`config.mk`:
```
export PLATFORM = sky130hd
export DESIGN_NAME = hp0_axi_rr_arbiter
export DESIGN_NICKNAME = d
export VERILOG_FILES = /design/src/rtl/hp0_axi_rr_arbiter.sv
export SDC_FILE = /design/constraint.sdc
export NUM_CORES = 1
export LEC_CHECK = 0
export BUFFER_PORTS_ARGS = -buffer_cell sky130_fd_sc_hd__clkbuf_2
export CORE_AREA = 3 3 202 204
export CTS_BUF_LIST = sky130_fd_sc_hd__clkbuf_16
export DETAILED_ROUTE_END_ITERATION = 6
export DIE_AREA = 0 0 205 207
export GPL_TIMING_DRIVEN = 0
export SLEW_MARGIN = 20
export SYNTH_ARGS = -nofsm -noshare
export SYNTH_HDL_FRONTEND = slang
export SYNTH_SLANG_ARGS = --single-unit
```
`constraint.sdc`:
```
create_clock -name aclk -period 2.5 [get_ports aclk]
set_clock_uncertainty 0.2 [all_clocks]
set_input_delay 0.5 -clock aclk [delete_from_list [all_inputs] [get_ports aclk]]
set_output_delay 0.5 -clock aclk [all_outputs]
set_load 0.01 [all_outputs]
```
`src/rtl/hp0_axi_rr_arbiter.sv`:
```
`default_nettype none
// ============================================================================
// Module   : hp0_axi_rr_arbiter
// Purpose  : Two-requester round-robin arbiter onto the HP0 AXI4 master port,
//            with independent write and read arbitration.
// Revision : 1.0 - initial release
// ============================================================================
module hp0_axi_rr_arbiter #(
    parameter int addr_width_p = 32,
    parameter int data_width_p = 32
) (
    input  logic                          aclk,
    input  logic                          aresetn,
    // requester write address / data / response
    input  logic [2*addr_width_p-1:0]     s_awaddr,
    input  logic [15:0]                   s_awlen,
    input  logic [5:0]                    s_awsize,
    input  logic [3:0]                    s_awburst,
    input  logic [1:0]                    s_awvalid,
    output logic [1:0]                    s_awready,
    input  logic [2*data_width_p-1:0]     s_wdata,
    input  logic [2*data_width_p/8-1:0]   s_wstrb,
    input  logic [1:0]                    s_wvalid,
    output logic [1:0]                    s_wready,
    output logic [1:0]                    s_bvalid,
    input  logic [1:0]                    s_bready,
    output logic [1:0]                    s_bresp,
    // requester read address / data
    input  logic [2*addr_width_p-1:0]     s_araddr,
    input  logic [15:0]                   s_arlen,
    input  logic [5:0]                    s_arsize,
    input  logic [3:0]                    s_arburst,
    input  logic [1:0]                    s_arvalid,
    output logic [1:0]                    s_arready,
    output logic [data_width_p-1:0]       s_rdata,
    output logic [1:0]                    s_rresp,
    output logic                          s_rlast,
    output logic [1:0]                    s_rvalid,
    input  logic [1:0]                    s_rready,
    // HP0 master write channels
    output logic [5:0]                    m_axi_awid,
    output logic [addr_width_p-1:0]       m_axi_awaddr,
    output logic [7:0]                    m_axi_awlen,
    output logic [2:0]                    m_axi_awsize,
    output logic [1:0]                    m_axi_awburst,
    output logic                          m_axi_awlock,
    output logic [3:0]                    m_axi_awcache,
    output logic [2:0]                    m_axi_awprot,
    output logic [3:0]                    m_axi_awqos,
    output logic                          m_axi_awvalid,
    input  logic                          m_axi_awready,
    output logic [5:0]                    m_axi_wid,
    output logic [data_width_p-1:0]       m_axi_wdata,
    output logic [data_width_p/8-1:0]     m_axi_wstrb,
    output logic                          m_axi_wlast,
    output logic                          m_axi_wvalid,
    input  logic                          m_axi_wready,
    input  logic [1:0]                    m_axi_bresp,
    input  logic                          m_axi_bvalid,
    output logic                          m_axi_bready,
    // HP0 master read channels
    output logic [5:0]                    m_axi_arid,
    output logic [addr_width_p-1:0]       m_axi_araddr,
    output logic [7:0]                    m_axi_arlen,
    output logic [2:0]                    m_axi_arsize,
    output logic [1:0]                    m_axi_arburst,
    output logic                          m_axi_arlock,
    output logic [3:0]                    m_axi_arcache,
    output logic [2:0]                    m_axi_arprot,
    output logic [3:0]                    m_axi_arqos,
    output logic                          m_axi_arvalid,
    input  logic                          m_axi_arready,
    input  logic [data_width_p-1:0]       m_axi_rdata,
    input  logic [1:0]                    m_axi_rresp,
    input  logic                          m_axi_rlast,
    input  logic                          m_axi_rvalid,
    output logic                          m_axi_rready
);

    localparam int         STRB_W  = data_width_p / 8;
    localparam logic [3:0] C_CACHE = 4'b0011;

    typedef enum logic [1:0] {
        W_IDLE = 2'd0,
        W_ADDR = 2'd1,
        W_DATA = 2'd2,
        W_RESP = 2'd3
    } wstate_t;

    typedef enum logic [1:0] {
        R_IDLE = 2'd0,
        R_ADDR = 2'd1,
        R_DATA = 2'd2
    } rstate_t;

    wstate_t    wstate_q, wstate_d;
    rstate_t    rstate_q, rstate_d;
    logic       wgrant_q, wgrant_d;
    logic       rgrant_q, rgrant_d;
    // prio_q holds the requester that wins a tie; reset value 0 favours requester 0
    logic       wprio_q, wprio_d;
    logic       rprio_q, rprio_d;
    logic [7:0] wlen_q, wlen_d;
    logic [7:0] beat_q, beat_d;

    logic [1:0] wsel, rsel;
    logic       aw_hs, w_hs, b_hs, ar_hs, r_hs;

    assign wsel = {wgrant_q, ~wgrant_q};
    assign rsel = {rgrant_q, ~rgrant_q};

    // ---------------- write channel datapath ----------------
    assign m_axi_awvalid = (wstate_q == W_ADDR);
    assign m_axi_awid    = {5'b0, wgrant_q};
    assign m_axi_awaddr  = wgrant_q ? s_awaddr[addr_width_p +: addr_width_p] : s_awaddr[0 +: addr_width_p];
    assign m_axi_awlen   = wgrant_q ? s_awlen[15:8]   : s_awlen[7:0];
    assign m_axi_awsize  = wgrant_q ? s_awsize[5:3]   : s_awsize[2:0];
    assign m_axi_awburst = wgrant_q ? s_awburst[3:2]  : s_awburst[1:0];
    assign m_axi_awlock  = 1'b0;
    assign m_axi_awcache = C_CACHE;
    assign m_axi_awprot  = 3'b000;
    assign m_axi_awqos   = 4'b0000;

    assign m_axi_wid     = {5'b0, wgrant_q};
    assign m_axi_wdata   = wgrant_q ? s_wdata[data_width_p +: data_width_p] : s_wdata[0 +: data_width_p];
    assign m_axi_wstrb   = wgrant_q ? s_wstrb[STRB_W +: STRB_W] : s_wstrb[0 +: STRB_W];
    assign m_axi_wvalid  = (wstate_q == W_DATA) & s_wvalid[wgrant_q];
    // WLAST comes from our own beat count; requesters never supply one
    assign m_axi_wlast   = (wstate_q == W_DATA) & (beat_q == wlen_q);
    assign m_axi_bready  = (wstate_q == W_RESP) & s_bready[wgrant_q];

    assign aw_hs = m_axi_awvalid & m_axi_awready;
    assign w_hs  = m_axi_wvalid  & m_axi_wready;
    assign b_hs  = m_axi_bvalid  & m_axi_bready;

    assign s_awready = wsel & {2{aw_hs}};
    assign s_wready  = wsel & {2{(wstate_q == W_DATA) & m_axi_wready}};
    assign s_bvalid  = wsel & {2{(wstate_q == W_RESP) & m_axi_bvalid}};
    assign s_bresp   = m_axi_bresp;

    // ---------------- read channel datapath ----------------
    assign m_axi_arvalid = (rstate_q == R_ADDR);
    assign m_axi_arid    = {5'b0, rgrant_q};
    assign m_axi_araddr  = rgrant_q ? s_araddr[addr_width_p +: addr_width_p] : s_araddr[0 +: addr_width_p];
    assign m_axi_arlen   = rgrant_q ? s_arlen[15:8]   : s_arlen[7:0];
    assign m_axi_arsize  = rgrant_q ? s_arsize[5:3]   : s_arsize[2:0];
    assign m_axi_arburst = rgrant_q ? s_arburst[3:2]  : s_arburst[1:0];
    assign m_axi_arlock  = 1'b0;
    assign m_axi_arcache = C_CACHE;
    assign m_axi_arprot  = 3'b000;
    assign m_axi_arqos   = 4'b0000;
    assign m_axi_rready  = (rstate_q == R_DATA) & s_rready[rgrant_q];

    assign ar_hs = m_axi_arvalid & m_axi_arready;
    assign r_hs  = m_axi_rvalid  & m_axi_rready;

    assign s_arready = rsel & {2{ar_hs}};
    assign s_rvalid  = rsel & {2{(rstate_q == R_DATA) & m_axi_rvalid}};
    assign s_rdata   = m_axi_rdata;
    assign s_rresp   = m_axi_rresp;
    assign s_rlast   = m_axi_rlast;

    // ---------------- write FSM ----------------
    always_comb begin
        wstate_d = wstate_q;
        wgrant_d = wgrant_q;
        wprio_d  = wprio_q;
        wlen_d   = wlen_q;
        beat_d   = beat_q;
        case (wstate_q)
            W_IDLE: begin
                if (|s_awvalid) begin
                    wgrant_d = (&s_awvalid) ? wprio_q : s_awvalid[1];
                    wlen_d   = wgrant_d ? s_awlen[15:8] : s_awlen[7:0];
                    beat_d   = 8'd0;
                    wstate_d = W_ADDR;
                end
            end
            W_ADDR: begin
                if (aw_hs) wstate_d = W_DATA;
            end
            W_DATA: begin
                if (w_hs) begin
                    beat_d = beat_q + 8'd1;
                    if (m_axi_wlast) wstate_d = W_RESP;
                end
            end
            W_RESP: begin
                if (b_hs) begin
                    wprio_d  = ~wgrant_q;
                    wstate_d = W_IDLE;
                end
            end
            default: wstate_d = W_IDLE;
        endcase
    end

    // ---------------- read FSM ----------------
    always_comb begin
        rstate_d = rstate_q;
        rgrant_d = rgrant_q;
        rprio_d  = rprio_q;
        case (rstate_q)
            R_IDLE: begin
                if (|s_arvalid) begin
                    rgrant_d = (&s_arvalid) ? rprio_q : s_arvalid[1];
                    rstate_d = R_ADDR;
                end
            end
            R_ADDR: begin
                if (ar_hs) rstate_d = R_DATA;
            end
            R_DATA: begin
                if (r_hs && m_axi_rlast) begin
                    rprio_d  = ~rgrant_q;
                    rstate_d = R_IDLE;
                end
            end
            default: rstate_d = R_IDLE;
        endcase
    end

    always_ff @(posedge aclk or negedge aresetn) begin
        if (!aresetn) begin
            wstate_q <= W_IDLE;
            wgrant_q <= 1'b0;
            wprio_q  <= 1'b0;
            wlen_q   <= 8'd0;
            beat_q   <= 8'd0;
            rstate_q <= R_IDLE;
            rgrant_q <= 1'b0;
            rprio_q  <= 1'b0;
        end else begin
            wstate_q <= wstate_d;
            wgrant_q <= wgrant_d;
            wprio_q  <= wprio_d;
            wlen_q   <= wlen_d;
            beat_q   <= beat_d;
            rstate_q <= rstate_d;
            rgrant_q <= rgrant_d;
            rprio_q  <= rprio_d;
        end
    end

endmodule
`default_nettype wire

```
# == Yosys cells after proc, flatten, opt, wreduce, memory -nomap -nowiden ==
# Index checks and enable logic that the tools add are counted.
# totals
reg_bits,24
input_bits,306
output_inout_bits,221
wordCells,91
# op_classes
add_sub_neg,1
order_cmp,2
n_eq_ne,14
mux,32
bitwise,19
n_reduce_logical,15
# op_table
op,n
$mux 32,3
$mux 8,5
$mux 2,10
$pmux 8 s2,1
$and 1x1->1,12
$reduce_and 2->1,6
$and 2x2->2,5
$ne 2x2->1 const B,5
$add 8x1->8 const B,1
$eq 8x8->1,1
$mux 1,8
$pmux 2 s4,1
$eq 2x2->1 const B,3
$mux 3,2
$ne 2x1->1 const B,3
$pmux 2 s3,1
$reduce_and 3->1,2
$reduce_and 5->1,1
$eq 2x1->1 const B,2
$logic_not 2->1,2
$lt 1x2->1 const B,2
$mux 4,1
$reduce_or 2->1,2
$not 1->1,2
2 further kinds,2

# == Logic depth before layout (Yosys ltp) ==
# Gate-level depths: netlist (run 1).
# logic_depth
ltp_word,7
depth_mapped,8
depth_no_buf,7

# == Worst setup path before layout (run 1) ==
# No wires, ideal clock.
# synth_path
path_kind,register to output
startpoint,reg wgrant_q
endpoint,out m_axi_wstrb[1]
arrival_ps,1267
t_required_ps,1800
path_slack_ps,533
path_stages_with_launch,5
path_buffers,3
path_cell_list,dfrtp_1 > buf_4 > buf_2 > buf_2 > mux2_2
# synth_between
elab_chain_len,1
# synth_lines
element,line_no,text
start: declaration,98,"logic wgrant_q, wgrant_d;"
start signal: assignment,235,wgrant_q <= wgrant_d;
$mux 4,126,assign m_axi_wstrb = wgrant_q ? s_wstrb[STRB_W +: STRB_W] : s_wstrb[0 +: STRB_W];
end: declaration,54,"output logic [data_width_p/8-1:0] m_axi_wstrb,"
# Every way passes these cells.

# == Worst setup path after layout (run 1) ==
# layout_path
startpoint,reg wgrant_q
endpoint,out m_axi_wdata[7]
# layout_between
elab_chain_len,1
# layout_lines
element,line_no,text
$mux 32,125,assign m_axi_wdata = wgrant_q ? s_wdata[data_width_p +: data_width_p] : s_wdata[0 +: data_width_p];
end: declaration,53,"output logic [data_width_p-1:0] m_axi_wdata,"
# Every way passes these cells.

==> run summary, run 1 <==
- 2710 uW — internal power of the cells
- 207 microns — Die Span Y
- 73 — num rows
- 2 — clock buffer depth
- sky130_fd_sc_hd__mux2_2, sky130_fd_sc_hd__buf_4, sky130_fd_sc_hd__dfrtp_1 — leading cell types by total area after synthesis
- 88.9% — area added between synthesis and finish
- 0.414 GHz — Peak Freq
- 25 — pin count of the biggest net entering global routing
- 0 — Synth Warn #
- 0 — max-capacitance violation count
- 1800 ps — data required time of the critical path
- 6750 sq um — post-route cell area
- 95 — DRC violation total after the first TritonRoute iteration
- 4545 — number of global-route vias before repair
- 0 — remaining global-route overflow
- yes — clock tree from TritonCTS
- 760 ps — slew at the pin closest to its max-slew limit
- 410 ps — register-to-register path setup slack
- 18.6 mm — Total Wirelength
- 9.33 sq um — Mean Syn Cell Area
- 0 — number of enable flip-flop cells after synthesis
- 45.0% — proportion of total power due to net switching
- 527 — number of primary I/O pins
- 70 ps — clock transition at the registers of the reported paths
- 270 ps — clock insertion delay at the later pin of the skew report
- 3.24 — DR vias/cell
- 39 — Synth cell types
- 3570 sq um — Post-Synthesis Cell Area
- in2async — Tightest Hold Check Type
- 100% — async set or reset register ratio after synthesis
- wstate_q[1] — worst reg2reg path endpoint
- 730 nW/um^2 — cell area power density
- 4 — TritonRoute pass-1 iters
- 42400 sq um — Total Die Area
- 49.3% — relative slew slack
- 8 — R2R depth
- 2420 ps — min cycle time layout
- 420 ps — maximum cell stage delay along the critical path
- 2.10% — Adder-Cell Fraction of Synth Area
- 1186 — total number of nets in the final design
- 2220 uW — Psw
- 6630 sq um — post-detailed-placement cell area
- 43.8% — multiplexer area fraction after synthesis
- 9.80% — fraction of the mapped netlist area in simple logic gates
- 0.850 — placer congestion estimate
- 25.6 mm — wire length of the first global-routing pass
- 39500 sq um — core area
- 383 — number of cells produced by synthesis
- 0 — final antenna-violating net count
- 14.0% — sequential power share
- flop — startpoint type of the worst setup path
- sky130_fd_sc_hd__dfrtp_1 — CP max stage cell
- 1720 ps — CP arrival
- 0 — remaining routing DRC violations
- reg2out — critical path class
- 7.97% — Tot GR Track Use
- 0 — number of buffers inserted for hold repair after clock tree synthesis
- 451 — Port Buffer Count
- 24 — Sink Count
- sky130_fd_sc_hd__dfrtp_1 — Main synth FF type
- 0.00375 uW — Static Leakage
- 3 — initial antenna violation count
- 3 — buffer and inverter count on the worst path
- 2.94% — share of the synthesized netlist area taken by xor and xnor gates
- sky130_fd_sc_hd__clkbuf_16 — clock root cell
- output port — type of element capturing the critical path
- 39.7% — share of Yosys cell area claimed by the top area cell type
- 9.06% — initial cell density of the core
- 9.7% — relative contribution of the clock network to total power
- buffers and inverters — category of cells accounting for the largest share of critical-path delay
- 0 — setup-violating endpoint count in the final report
- 0 — Hold Violations, Final
- 10 — maximum fanout along the worst path
- 78.7% — share of layout cells above drive strength 1
- 1 — H-tree lvl count
- sky130_fd_sc_hd__mux2_2 — post-synth top area cell
- multiplexers — largest family of logic cells by synthesized area
- 3 — CTS Buf Count
- 0 — number of post-CTS setup repair buffers
- 4930 uW — total power consumption of the routed design
- 205 microns — Die Span X
- 361 uV — worst voltage drop across the vdd grid
- 0 ps — setup total negative slack
- 16.8% — sequential share of the synthesized area
- buf_6 > buf_2 > mux2_2 > clkbuf_2 — Critical Path, Cell by Cell
- wstate_q[1] — critical register-to-register path startpoint
- 4530 — vias after detailed routing
- 96.7% — final worst path period share
- 13.3 microns — average wire per standard cell
- 4.69% — compound-cell area share of the yosys netlist
- finished, final reports clean — status
- 0 — Pins Over Slew Limit
- 76.4% — proportion of power drawn by combinational gates
- 17.3 mm — HPWL after detailed placement
- 24 — synthesized flop and latch total
## cell usage after synthesis, types with 2 or more instances
cell type,count
sky130_fd_sc_hd__buf_2,7
sky130_fd_sc_hd__ha_1,6
sky130_fd_sc_hd__clkbuf_1,11
sky130_fd_sc_hd__nor2b_1,2
sky130_fd_sc_hd__conb_1,2
sky130_fd_sc_hd__buf_4,80
sky130_fd_sc_hd__mux2_2,126
sky130_fd_sc_hd__nor2_1,13
sky130_fd_sc_hd__dfrtp_1,24
sky130_fd_sc_hd__a31oi_1,2
sky130_fd_sc_hd__inv_1,6
sky130_fd_sc_hd__nor3_1,2
sky130_fd_sc_hd__and3_1,7
sky130_fd_sc_hd__nand2_1,23
sky130_fd_sc_hd__o21ai_0,16
sky130_fd_sc_hd__xor2_1,12
sky130_fd_sc_hd__nand2b_1,3
sky130_fd_sc_hd__nand3_1,8
sky130_fd_sc_hd__mux2i_1,13
## routing by layer
layer	vias up	wire length, microns	track usage, %
li1	2205	-	-
met1	2020	6430	7.86
met2	290	10200	16.2
met3	13	1470	1.24
met4	2	544	3.18
met5	-	13	0
## layout by cell type, fill, tap and decap left out, types with 6 or more instances in the layout
cell,count
sky130_fd_sc_hd__buf_4,80
sky130_fd_sc_hd__xor2_1,12
sky130_fd_sc_hd__nor2_1,13
sky130_fd_sc_hd__dfrtp_1,23
sky130_fd_sc_hd__conb_1,39
sky130_fd_sc_hd__clkbuf_2,457
sky130_fd_sc_hd__ha_1,6
sky130_fd_sc_hd__and3_1,7
sky130_fd_sc_hd__nand3_1,8
sky130_fd_sc_hd__inv_1,6
sky130_fd_sc_hd__mux2_2,126
sky130_fd_sc_hd__o21ai_0,16
sky130_fd_sc_hd__buf_2,6
sky130_fd_sc_hd__nand2_1,23
sky130_fd_sc_hd__mux2i_1,13
## stage by stage
step | utilization, % | instances | hold slack [ps] | worst slack [ps]
after detailed placement | 16.8 | 1396 | 294 | -33.6
final | 17.1 | 1400 | 43.4 | 83.4
after global routing | 17.1 | 1400 | 107 | -4.81
after floorplan | - | 420 | 4.41 | 533
after CTS | 17.1 | 1398 | 83.5 | 55.4
after global placement | 16.8 | 1396 | 284 | -24.8
## cells by family after synthesis
logic type | after synthesis
multiplexers | 140
buffers and inverters | 105
AND/OR/NAND/NOR | 67
AO/OA/AOI/OAI | 27
flip-flops | 24
XOR/XNOR | 12
adder cells (fa/ha/maj) | 6
other | 2
## layout make-up
type                            instances  area (sq um)
Antenna cell                            2          5.00
Buffer                                 96           691
Clock buffer                            3          75.1
Clock inverter                          1          30.0
Fill cell                            4449         32700
Inverter                                7          26.3
Multi-Input combinational cell        291          2410
Sequential cell                        24           602
Tap cell                              525           657
Timing Repair Buffer                  451          2260
## power by group through the flow
stage / registers [uW] / clock network [uW] / logic, uW
floorplan: 631 / 0 / 2420
global placement: 668 / 0 / 3780
detailed placement: 672 / 0 / 3810
CTS: 696 / 508 / 3820
global route: 715 / 519 / 4090
finish: 688 / 478 / 3760
## worst register-to-register path, stage by stage, from the launching register on
cell and delay, ps:
sky130_fd_sc_hd__dfrtp_1 420, sky130_fd_sc_hd__inv_1 120, sky130_fd_sc_hd__ha_1 200, sky130_fd_sc_hd__inv_2 60, sky130_fd_sc_hd__or3_1 350, sky130_fd_sc_hd__buf_2 180, sky130_fd_sc_hd__nand3_2 100, sky130_fd_sc_hd__a21oi_2 50
sky130_fd_sc_hd__mux2_4 290
## what timing repair did
action / CTS / global route
cloned: 0 / 0
resized for setup: 13 / 3
endpoints found under the setup margin: 122 / 2
## worst max-delay path by stage
stage / end / slack (ps) / depth (start not counted) / startpoint
CTS: m_axi_wdata[9] / 60 / 4 / wgrant_q
global route: m_axi_wvalid / -5 / 6 / wstate_q[0]
detailed placement: wlen_q[5] / -30 / 5 / s_awvalid[0]
global placement: wlen_q[5] / -20 / 5 / s_awvalid[0]
finish: m_axi_wdata[7] / 80 / 4 / wgrant_q
floorplan: m_axi_wstrb[1] / 530 / 4 / wgrant_q
## flip-flops by register name, indices dropped and copies added, names as in the netlist
signal    flops
beat_q        8
wlen_q        8
rstate_q      2
wstate_q      2
rgrant_q      1
rprio_q       1
wgrant_q      1
wprio_q       1
No activity file was read; power rests on OpenSTA's default activity.
==> inputs of run 2 (changes only) <==
--- a/config.mk
+++ b/config.mk
@@ -11,6 +11,7 @@
 export DETAILED_ROUTE_END_ITERATION = 6
 export DIE_AREA = 0 0 205 207
 export GPL_TIMING_DRIVEN = 0
+export RECOVER_POWER = 100
 export SLEW_MARGIN = 20
 export SYNTH_ARGS = -nofsm -noshare
 export SYNTH_HDL_FRONTEND = slang
==> run summary, run 2 (synthesis gave the netlist of run 1 again) <==
- 13.4 microns — average wire per standard cell
- 0 — setup-violating endpoint count in the final report
- sky130_fd_sc_hd__clkbuf_2 — most common library cell in the layout ignoring fill and taps
- 96.5% — final worst path period share
- 42400 sq um — Total Die Area
- 0 — Pins Over Slew Limit
- 87.1% — area added between synthesis and finish
- wstate_q[1] — critical register-to-register path startpoint
- 0 — remaining global-route overflow
- 73 — num rows
- 0 — max-capacitance violation count
- 0 — remaining routing DRC violations
- 2 — clock buffer depth
- 1800 ps — data required time of the critical path
- wstate_q[1] — worst reg2reg path endpoint
- 0 — final antenna-violating net count
- 3 — CTS Buf Count
- 4900 uW — total power consumption of the routed design
- sky130_fd_sc_hd__clkbuf_16 — clock root cell
- 1186 — total number of nets in the final design
- 45.2% — proportion of total power due to net switching
- 86.6 ps — setup ws final
- in2reg — Tightest Hold Check Type
- 230 ps — final hold slack
- 7.97% — Tot GR Track Use
- 0 — Hold Violations, Final
- 527 — number of primary I/O pins
- s_arvalid[0] — critical hold path startpoint
- 25 — pin count of the biggest net entering global routing
- 16.9% — final core area utilization
- 4543 — vias after detailed routing
- 104 — DRC violation total after the first TritonRoute iteration
- 70 ps — clock transition at the registers of the reported paths
- 9.8% — relative contribution of the clock network to total power
- 362 uV — worst voltage drop across the vdd grid
- beat_q x8, wlen_q x8 — top flop regs
- 2210 uW — Psw
- 3.25 — DR vias/cell
- sky130_fd_sc_hd__clkbuf_2, sky130_fd_sc_hd__mux2_2, sky130_fd_sc_hd__buf_4 — commonest cells after routing, fill and taps aside
- 76.2% — proportion of power drawn by combinational gates
- 0 — number of buffers inserted for hold repair after clock tree synthesis
- 39500 sq um — core area
- 0.414 GHz — Peak Freq
- 1 — H-tree lvl count
- output port — type of element capturing the critical path
- 1420 ps — slew at the pin closest to its max-slew limit
- 602 sq um — Register Area
- 4483 — fillers
- 207 microns — Die Span Y
- 0 — number of post-CTS setup repair buffers
- 2 — Worst Hold Path Cells
- 2410 ps — min cycle time layout
- 733 nW/um^2 — cell area power density
- 4 — TritonRoute pass-1 iters
- 260 ps — register-to-register path setup slack
- 18.7 mm — Total Wirelength
- 24 — Sink Count
- rgrant_q — worst hold path endpoint
- 10 — maximum fanout along the worst path
- 0.850 — placer congestion estimate
- reg2out — critical path class
- 5.35% — relative slew slack
- 451 — Port Buffer Count
- -33.6 ps — setup slack after placement
- finished, final reports clean — status
- 17.3 mm — HPWL after detailed placement
- 205 microns — Die Span X
- 0.00360 uW — Static Leakage
- flop — startpoint type of the worst setup path
- 73.0% — share of layout cells above drive strength 1
- yes — clock tree from TritonCTS
- 25.6 mm — wire length of the first global-routing pass
- 3 — initial antenna violation count
- 4545 — number of global-route vias before repair
- 270 ps — clock insertion delay at the later pin of the skew report
- 8 — R2R depth
- 1710 ps — CP arrival
- 0 ps — setup total negative slack
- 2400 sq um — total area of multi-input combinational cells
- 14.0% — sequential power share
- 2690 uW — internal power of the cells
- 9.06% — initial cell density of the core
==> run 2: cell types whose count changed in the layout (fill, tap and decap cells not counted), sizes merged <==
cell    change
buf         -3
clkbuf      +3
==> run 2: cell type report <==
type	count	area share, %
antenna	2	0.0749
buffer	96	10.3
clock inverter	1	0.449
clock buffer	3	1.12
tap	525	9.82
timing repair buffer	451	32.9
multi-input combinational	291	35.9
inverter	7	0.393
sequential	24	9.00
==> run 2: power groups by stage <==
stage          sequential, uW  combinational (uW)  clock (uW)
2_1_floorplan             631                2420           0
3_3_place_gp              668                3780           0
3_5_place_dp              672                3810           0
4_1_cts                   696                3820         508
5_1_grt                   715                4060         519
6_report                  688                3740         479
==> run 2: worst max path at each step <==
stage                            start              to
final                         wgrant_q  m_axi_wdata[7]
after global routing       wstate_q[0]    m_axi_wvalid
after CTS                     wgrant_q  m_axi_wdata[9]
after detailed placement  s_awvalid[0]       wlen_q[5]
after global placement    s_awvalid[0]       wlen_q[5]
after floorplan               wgrant_q  m_axi_wstrb[1]
==> run 2: through the flow <==
stage | cell area (sq um) | instances
6_report | 6690 | 1400
5_1_grt | 6690 | 1400
4_1_cts | 6740 | 1398
3_5_place_dp | 6630 | 1396
3_3_place_gp | 6630 | 1396
2_1_floorplan | 3710 | 420
==> run 2: timing repair <==
action	CTS	global route
cloned	0	0
setup endpoints to repair	122	2
resized for setup	13	3
==> run 2: routing by layer <==
| layer | track usage [%] | wire length [microns] | share of wire [%] |
|---|---|---|---|
| met5 | 0 | 13 | 0.070 |
| met4 | 3.18 | 544 | 2.9 |
| met3 | 1.24 | 1500 | 8.0 |
| met2 | 16.2 | 10200 | 55 |
| met1 | 7.86 | 6440 | 34 |
==> run 2: worst max-delay path: stages (launching register included) <==
cell                       delay, ps
sky130_fd_sc_hd__dfrtp_1         420
sky130_fd_sc_hd__buf_6           190
sky130_fd_sc_hd__buf_2           280
sky130_fd_sc_hd__mux2_2          410
sky130_fd_sc_hd__clkbuf_2        140
==> inputs of run 3 (changes only) <==
--- a/config.mk
+++ b/config.mk
@@ -11,6 +11,7 @@
 export DETAILED_ROUTE_END_ITERATION = 6
 export DIE_AREA = 0 0 205 207
 export GPL_TIMING_DRIVEN = 0
+export MAX_ROUTING_LAYER = met4
 export RECOVER_POWER = 100
 export SLEW_MARGIN = 20
 export SYNTH_ARGS = -nofsm -noshare
==> run summary, run 3 (synthesis gave the netlist of run 1 again) <==
- 725 nW/um^2 — cell area power density
- 97.0% — final worst path period share
- 3.24 — DR vias/cell
- 39500 sq um — core area
- 0 — Hold Violations, Final
- output port — type of element capturing the critical path
- 3 — CTS Buf Count
- 0.412 GHz — Peak Freq
- 0 — setup-violating endpoint count in the final report
- 0.00334 uW — Static Leakage
- beat_q[5] — startpoint of the worst setup timing path
- 0 — Pins Over Slew Limit
- 356 uV — worst voltage drop across the vdd grid
- finished, final reports clean — status
- 1186 — total number of nets in the final design
- 2430 ps — min cycle time layout
- 1410 ps — slew at the pin closest to its max-slew limit
- sky130_fd_sc_hd__clkbuf_16 — clock root cell
- sky130_fd_sc_hd__clkbuf_2, sky130_fd_sc_hd__clkbuf_1, sky130_fd_sc_hd__mux2_2 — commonest cells after routing, fill and taps aside
- 3 — initial antenna violation count
- 88 — DRC violation total after the first TritonRoute iteration
- 5.84% — relative slew slack
- 6580 sq um — post-route cell area
- yes — clock tree from TritonCTS
- in2reg — Tightest Hold Check Type
- 84.1% — area added between synthesis and finish
- flop — startpoint type of the worst setup path
- 4541 — vias after detailed routing
- 4525 — fillers
- 6630 sq um — post-detailed-placement cell area
- 25 — pin count of the biggest net entering global routing
- 0 — remaining routing DRC violations
- wstate_q[0] — critical register-to-register path startpoint
- 451 — Port Buffer Count
- 0.864 — placer congestion estimate
- false — RSZ-0062 raised after global routing
- 0 — remaining global-route overflow
- 0 — max-capacitance violation count
- 270 ps — clock insertion delay at the later pin of the skew report
- 8.21% — Tot GR Track Use
- 13.3 microns — average wire per standard cell
- 25.6 mm — wire length of the first global-routing pass
- 1800 ps — data required time of the critical path
- 24 — Sink Count
- 4 — TritonRoute pass-1 iters
- 0 — number of post-CTS setup repair buffers
- 18.7 mm — Total Wirelength
- 61.3% — share of layout cells above drive strength 1
- 207 microns — Die Span Y
- 2 — clock buffer depth
- 70 ps — clock transition at the registers of the reported paths
- 5 — maximum fanout along the worst path
- 9.06% — initial cell density of the core
- 205 microns — Die Span X
- 0 — final antenna-violating net count
- beat_q x8, wlen_q x8 — top flop regs
- 17.3 mm — HPWL after detailed placement
- 527 — number of primary I/O pins
- 0 ps — setup total negative slack
- 4540 — number of global-route vias before repair
- 42400 sq um — Total Die Area
- 73 — num rows
- 1 — H-tree lvl count
- sky130_fd_sc_hd__clkbuf_2 — most common library cell in the layout ignoring fill and taps
- reg2out — critical path class
- 1730 ps — CP arrival
- s_arvalid[0] — critical hold path startpoint
==> run 3: cell type report <==
class                      instances  area [sq um]  area share [%]
sequential                        24           602            9.15
timing repair buffer             451          2090            31.8
clock inverter                     1          30.0           0.457
tap                              525           657            9.99
multi-input combinational        291          2400            36.5
inverter                           7          26.3           0.399
clock buffer                       3          75.1            1.14
buffer                            96           687            10.4
antenna                            3          7.51           0.114
==> run 3: stage by stage <==
step | std cells | total power (uW) | hold WS (ps) | utilization [%] | worst slack (ps)
floorplan | 420 | 3050 | 4.41 | - | 533
global placement | 1396 | 4440 | 284 | 16.8 | -24.8
detailed placement | 1396 | 4480 | 294 | 16.8 | -33.6
CTS | 1398 | 5020 | 83.5 | 17.1 | 55.4
global route | 1401 | 5150 | 234 | 16.7 | 4.79
finish | 1401 | 4770 | 230 | 16.7 | 73.8
==> run 3: final timing paths <==
| path | slack, ps | cells after the start | to |
|---|---|---|---|
| setup / recovery | 70 | 4 | m_axi_wlast |
| hold / removal | 230 | 2 | rgrant_q |
| setup reg to reg | 260 | 8 | wstate_q[1] |
| hold reg to reg | 300 | 2 | wlen_q[4] |
| max in group asynchronous | 820 | 1 | rgrant_q |
| min in group asynchronous | 340 | 1 | wprio_q |
==> run 3: per-layer routing <==
layer,global-route usage [%],up-vias,part of all wire (%),wire (microns)
li1,-,2206,-,-
met1,7.99,2036,35,6590
met2,16.2,290,55,10200
met3,1.04,9,7.4,1380
met4,3.18,0,2.6,480
met5,-,-,0,0
==> run 3: report_power, final <==
| group | internal [uW] | total (uW) | switching (uW) |
|---|---|---|---|
| clock | 319 | 481 | 162 |
| sequential | 531 | 690 | 159 |
| combinational | 1700 | 3600 | 1900 |
==> run 3: critical path: stages, from the launching register on <==
cell                       delay (ps)
sky130_fd_sc_hd__dfrtp_1          450
sky130_fd_sc_hd__xor2_1           200
sky130_fd_sc_hd__nor4_2           380
sky130_fd_sc_hd__and3_2           240
sky130_fd_sc_hd__clkbuf_1         190
==> run 3: what timing repair did <==
action	CTS	global route
hold buffers	0	0
setup endpoints to repair	122	2
gates resized for setup	13	4
pin swaps	0	0
